--- src/rtl/uart_rx_fifo.sv ---
// uart_rx_fifo: oversampled serial receiver with majority-vote bit sampling,
// false-start rejection, framing/parity checks and a small output FIFO with
// a valid/ready handshake and a sticky overrun flag.
module uart_rx_fifo #(
    parameter int CLK_HZ     = 10_000_000,
    parameter int BAUD       = 31250,
    parameter int DATA_BITS  = 8,
    parameter int PARITY     = 0,
    parameter int STOP_BITS  = 1,
    parameter int FIFO_DEPTH = 4
) (
    input  logic                 clk_i,
    input  logic                 nrst_i,
    input  logic                 rxData_i,
    output logic [DATA_BITS-1:0] data_o,
    output logic                 valid_o,
    input  logic                 ready_i,
    output logic                 frameErr_o,
    output logic                 parityErr_o,
    output logic                 overrun_o,
    input  logic                 clrErr_i,
    output logic                 busy_o
);

    // Clock cycles per bit; must be at least 16 for the mid-bit vote window.
    localparam int CPB = CLK_HZ / BAUD;
    localparam int CW  = $clog2(CPB);
    localparam int AW  = $clog2(FIFO_DEPTH);
    localparam int BW  = $clog2(DATA_BITS);

    localparam logic [CW-1:0] CNT_LAST = CW'(CPB - 1);
    localparam logic [CW-1:0] SAMP_A   = CW'(CPB / 2 - 1);
    localparam logic [CW-1:0] SAMP_B   = CW'(CPB / 2);
    localparam logic [CW-1:0] SAMP_C   = CW'(CPB / 2 + 1);
    localparam logic [BW-1:0] BIT_LAST = BW'(DATA_BITS - 1);
    localparam logic [AW:0]   CNT_FULL = (AW + 1)'(FIFO_DEPTH);

    typedef enum logic [2:0] {
        S_IDLE,
        S_START,
        S_DATA,
        S_PARITY,
        S_STOP,
        S_BREAK
    } state_t;

    state_t               state;
    logic                 sync1;
    logic                 rxs;
    logic [CW-1:0]        cnt;
    logic [BW-1:0]        bit_idx;
    logic                 stop_idx;
    logic                 stop_low;
    logic                 samp_a;
    logic                 samp_b;
    logic [DATA_BITS-1:0] shreg;
    logic                 par_bit;

    logic                 vote;
    logic                 vote_now;
    logic                 cnt_end;
    logic                 last_stop;
    logic                 par_err;
    logic                 push_req;

    logic [DATA_BITS-1:0] mem [FIFO_DEPTH];
    logic [AW-1:0]        wr_ptr;
    logic [AW-1:0]        rd_ptr;
    logic [AW:0]          count;
    logic                 full;
    logic                 pop;
    logic                 do_push;
    logic                 overrun_set;

    // Two-flop synchroniser for the asynchronous line; idles high out of reset.
    always_ff @(posedge clk_i or negedge nrst_i) begin
        // NOTE: sequential state uses non-blocking assignments so every flop
        // samples the values present before the clock edge.
        if (!nrst_i) begin
            sync1 <= 1'b1;
            rxs   <= 1'b1;
        end else begin
            sync1 <= rxData_i;
            rxs   <= sync1;
        end
    end

    // Capture the first two of the three mid-bit samples; the third is live rxs.
    always_ff @(posedge clk_i or negedge nrst_i) begin
        if (!nrst_i) begin
            samp_a <= 1'b1;
            samp_b <= 1'b1;
        end else begin
            if (cnt == SAMP_A) samp_a <= rxs;
            if (cnt == SAMP_B) samp_b <= rxs;
        end
    end

    // Vote, parity check and push decision, all valid in the vote cycle.
    always_comb begin
        // NOTE: each always_comb output gets a default first so no latch is inferred.
        vote      = (samp_a & samp_b) | (samp_a & rxs) | (samp_b & rxs);
        vote_now  = (cnt == SAMP_C);
        cnt_end   = (cnt == CNT_LAST);
        last_stop = (STOP_BITS == 1) || stop_idx;
        par_err   = 1'b0;
        if (PARITY == 1) par_err = (^shreg) ^ par_bit;
        else if (PARITY == 2) par_err = ~((^shreg) ^ par_bit);
        push_req  = (state == S_STOP) && vote_now && last_stop &&
                    vote && !stop_low && !par_err;
    end

    // Receive FSM with registered error pulses and busy flag.
    always_ff @(posedge clk_i or negedge nrst_i) begin
        if (!nrst_i) begin
            state       <= S_IDLE;
            cnt         <= '0;
            bit_idx     <= '0;
            stop_idx    <= 1'b0;
            stop_low    <= 1'b0;
            shreg       <= '0;
            par_bit     <= 1'b0;
            frameErr_o  <= 1'b0;
            parityErr_o <= 1'b0;
            busy_o      <= 1'b0;
        end else begin
            frameErr_o  <= 1'b0;
            parityErr_o <= 1'b0;
            cnt         <= cnt_end ? '0 : cnt + 1'b1;
            case (state)
                S_IDLE: begin
                    cnt <= '0;
                    if (!rxs) begin
                        state  <= S_START;
                        busy_o <= 1'b1;
                    end
                end
                S_START: begin
                    if (vote_now && vote) begin
                        // Line bounced back high: a glitch, not a start bit.
                        state  <= S_IDLE;
                        busy_o <= 1'b0;
                        cnt    <= '0;
                    end else if (cnt_end) begin
                        state   <= S_DATA;
                        bit_idx <= '0;
                    end
                end
                S_DATA: begin
                    if (vote_now) shreg <= {vote, shreg[DATA_BITS-1:1]};
                    if (cnt_end) begin
                        if (bit_idx == BIT_LAST) begin
                            state    <= (PARITY != 0) ? S_PARITY : S_STOP;
                            stop_idx <= 1'b0;
                            stop_low <= 1'b0;
                        end else begin
                            bit_idx <= bit_idx + 1'b1;
                        end
                    end
                end
                S_PARITY: begin
                    if (vote_now) par_bit <= vote;
                    if (cnt_end) begin
                        state    <= S_STOP;
                        stop_idx <= 1'b0;
                        stop_low <= 1'b0;
                    end
                end
                S_STOP: begin
                    if (vote_now && last_stop) begin
                        // Decide at the final stop vote so the next start edge
                        // is caught even on back-to-back frames.
                        cnt <= '0;
                        if (!vote || stop_low) begin
                            frameErr_o <= 1'b1;
                            state      <= S_BREAK;
                        end else begin
                            parityErr_o <= par_err;
                            state       <= S_IDLE;
                            busy_o      <= 1'b0;
                        end
                    end else begin
                        if (vote_now) stop_low <= ~vote;
                        if (cnt_end) stop_idx <= 1'b1;
                    end
                end
                S_BREAK: begin
                    // Wait out a held-low line so it reports only one error.
                    cnt <= '0;
                    if (rxs) begin
                        state  <= S_IDLE;
                        busy_o <= 1'b0;
                    end
                end
                default: begin
                    state  <= S_IDLE;
                    busy_o <= 1'b0;
                    cnt    <= '0;
                end
            endcase
        end
    end

    assign pop         = valid_o & ready_i;
    assign full        = (count == CNT_FULL);
    assign do_push     = push_req & (~full | pop);
    assign overrun_set = push_req & full & ~pop;
    assign valid_o     = (count != '0);
    assign data_o      = valid_o ? mem[rd_ptr] : '0;

    // FIFO storage; written on accepted pushes only.
    always_ff @(posedge clk_i) begin
        // NOTE: the storage array has no reset; emptiness is tracked by count
        // and data_o is forced to zero while the FIFO is empty.
        if (do_push) mem[wr_ptr] <= shreg;
    end

    // FIFO pointers and occupancy; pointers wrap naturally at the power-of-two depth.
    always_ff @(posedge clk_i or negedge nrst_i) begin
        if (!nrst_i) begin
            wr_ptr <= '0;
            rd_ptr <= '0;
            count  <= '0;
        end else begin
            if (do_push) wr_ptr <= wr_ptr + 1'b1;
            if (pop)     rd_ptr <= rd_ptr + 1'b1;
            case ({do_push, pop})
                2'b10:   count <= count + 1'b1;
                2'b01:   count <= count - 1'b1;
                default: count <= count;
            endcase
        end
    end

    // Sticky overrun flag; a new overrun wins over a simultaneous clear.
    always_ff @(posedge clk_i or negedge nrst_i) begin
        if (!nrst_i)          overrun_o <= 1'b0;
        else if (overrun_set) overrun_o <= 1'b1;
        else if (clrErr_i)    overrun_o <= 1'b0;
    end

endmodule

--- config.mk ---
export PLATFORM = sky130hd
export DESIGN_NAME = uart_rx_fifo
export DESIGN_NICKNAME = d
export VERILOG_FILES = /design/src/rtl/uart_rx_fifo.sv
export SDC_FILE = /design/constraint.sdc
export NUM_CORES = 1
export LEC_CHECK = 0
export CORE_ASPECT_RATIO = 1.5
export CORE_MARGIN = 2
export CORE_UTILIZATION = 46
export DETAILED_ROUTE_END_ITERATION = 10
export PLACE_DENSITY = 0.67
export SLEW_MARGIN = 0
export SYNTH_ARGS = -nofsm -noshare
export SYNTH_HDL_FRONTEND = slang
export SYNTH_SLANG_ARGS = --single-unit
export TNS_END_PERCENT = 5
--- constraint.sdc ---
create_clock -name clk_i -period 7 [get_ports clk_i]
set_clock_uncertainty 0.1 [all_clocks]
set_input_delay 0.7 -clock clk_i [delete_from_list [all_inputs] [get_ports clk_i]]
set_output_delay 0.7 -clock clk_i [all_outputs]
set_load 0.02 [all_outputs]
==> qor.txt <==
Max Fanout on Critical Path - 10
Worst R2R Start - cnt[1]
vias per cell - 5.37
Post-synth top flop - dfrtp_1
met2 usage - 25.1%
Worst-path clk slew - 80 ps
H-tree depth - 3
HP Start - sync1
met3 Usage GRT - 3.73%
GP Congestion - 0.720
Post-CTS Resized - 0
Final Setup Violations - 0
DR pass1 iterations - 4
leading area contributor after synthesis - edfxtp_1
Final nets - 260
Vias - 1,745
initial antenna violation count - 0
post-layout min period - 3120 ps
actual slew at the worst max-slew pin - 853 ps
asr flop ratio synth - 53.6%
syn_area_per_cell - 14.0 µm²
maximum clock frequency - 0.321 GHz
Clock Tree Root - clkbuf_8
hold_buf cts - 0
CTS Buf Count - 9
most frequent cells in the layout - dfrtp_1 (33), edfxtp_1 (32), nor2_1 (16), clkdlybuf4s50_1 (15), and2_1 (13)
Slew Limit Fails - 0
final instance area - 3580 µm²
period utilization - 44.5%
Fin. Hold Viols - 0
GRT met1 Usage - 19.4%
DR iter-0 viols - 121
Die Area - 7520 µm²
Total Wirelength - 5030 µm
Post-synth EDFFs - 32
most common cell after layout, fill and taps aside - dfrtp_1
All-Layer GR Usage - 15.5%
placed cells - 309
pwr dens - 255 nW/µm²
max-cap violation count - 0
FF+latch count, synth - 69
Area Growth Syn to Fin - 13.9%
CTS tree - done
area of placed instances - 3360 µm²
synth top area cells - edfxtp_1 (31%), dfrtp_1 (26%), mux4_2 (5.7%)
post-CTS setup buffer count - 0
critical path data required time - 6200 ps
busiest metal layer after global routing - met2
Slew HR - 43.2%
Ant. Diodes - 0
Unique masters post-synth - 48
DR WL/cell - 15.5 µm
die width - 71.5 µm
vias in the first global route - 1,745
IO buf count - 16
GRT Residual Overflow - 0
Mapped Area - 3140 µm²
P_leak - 0.00153 µW
Hold WS - 257 ps
ratio of cells with drive above 1 in the final layout - 20.9%
# DRC - 0
worst vdd ir - 0.123 mV
I/O pin cnt - 18
clock sink count - 69
syn nets - 240
Syn Inst Count - 224
largest net degree at the start of global routing - 38
Die Ht - 105 µm
Synth top area share - 30.6%
CP arrival - 2320 ps
Clock Path Buffers - 2
Routed Antenna Nets - 0
TNS Setup - 0 ps
Initial Util - 47.8%
Final Non-Filler Cells - 325
Crit. End Element - output pin
dpl hpwl - 3590 µm
outcome - completed
CORE AREA - 6580 µm²
later-pin clock latency in the skew report - 340 ps
startpoint types - flip-flop
Hold Path Class - reg -> reg
RSZ-0062 raised after global routing - false
wire length of the first global-routing pass - 8890 µm
Setup crit start - rd_ptr[0]
Worst Path Class, Setup - reg -> out
yosys warns - 0
cell row count - 36
sequential share of the synthesized area - 60.2%
[synthesized netlist by cell type (2+ instances only)]
cell type and n:
a21o_1 2, a21oi_1 2, a31oi_1 2, a32o_1 2, and2_1 13, buf_2 2, buf_4 2, clkbuf_1 3
dfrtp_1 33, dfstp_2 4, edfxtp_1 32, ha_1 10, inv_1 12, mux2_2 7, mux2_4 7, mux4_2 8
nand2_1 8, nand3_1 7, nor2_1 16, nor3_1 7, nor4b_1 2, o21ai_0 6, or3_1 2, or3b_2 2
xnor2_1 6, xor2_1 5
[cell families (layout without fill, tap and decap cells)]
family | after synthesis | in the layout | synth area share, %
buffers and inverters | 19 | 44 | 2.59
adders and majority gates | 12 | 12 | 4.94
AOI/OAI and AO/OA | 19 | 19 | 4.14
xor gates and xnor gates | 11 | 11 | 3.07
other | 1 | 1 | 0.119
muxes | 23 | 23 | 11.9
and+or+nand+nor | 70 | 70 | 13.0
DFF | 69 | 69 | 60.2
[registers in the layout (all words and copies together) (netlist names)]
signal,count
bit_idx,3
busy_o,1
cnt,9
count,3
frameErr_o,1
mem,32
overrun_o,1
rd_ptr,2
rxs,1
samp_a,1
samp_b,1
shreg,8
state,3
sync1,1
wr_ptr,2
[routing by layer]
metal  wire length (µm)  up-vias  part of all wire [%]
met5                  0        -                     0
met4                 89        0                   1.8
met3                 93        8                   1.8
met2               2700       24                    54
met1               2150      868                    43
li1                   -      845                     -
[report_power, final]
| group | switching [µW] | internal, µW |
|---|---|---|
| Clock | 153 | 202 |
| Sequential | 36.7 | 437 |
| Combinational | 36.4 | 46.4 |
[critical path, cell delays in order (launching register included)]
cell and delay, ps:
dfrtp_1 720, mux4_2 570, and2_1 170, clkdlybuf4s50_1 530
[metrics by stage]
step	total power (µW)	util, %	setup slack [ps]
2_1_floorplan	541	-	4520
3_3_place_gp	565	51.0	4090
3_5_place_dp	570	51.0	3890
4_1_cts	927	54.4	3830
5_1_grt	956	54.4	3730
6_report	912	54.4	3880
[cell type report]
type,count,area (µm²)
fill,573,3000
sequential,69,1890
clock buffer,9,124
tap,76,95.1
timing repair buffer,16,155
clock inverter,7,98.8
inverter,12,45.0
multi-input combinational,136,1170
[worst paths after layout]
path                            slack [ps]  depth (start not counted)        end
worst max-delay path                  3880                          3  data_o[5]
worst min-delay path                   260                          0        rxs
worst max register to register        4210                         10   count[1]
worst min register to register         260                          0        rxs
max in group asynchronous             5900                          1   shreg[5]
min in group asynchronous              350                          1   state[0]
Note: power is estimated with default switching activity, not from simulation.
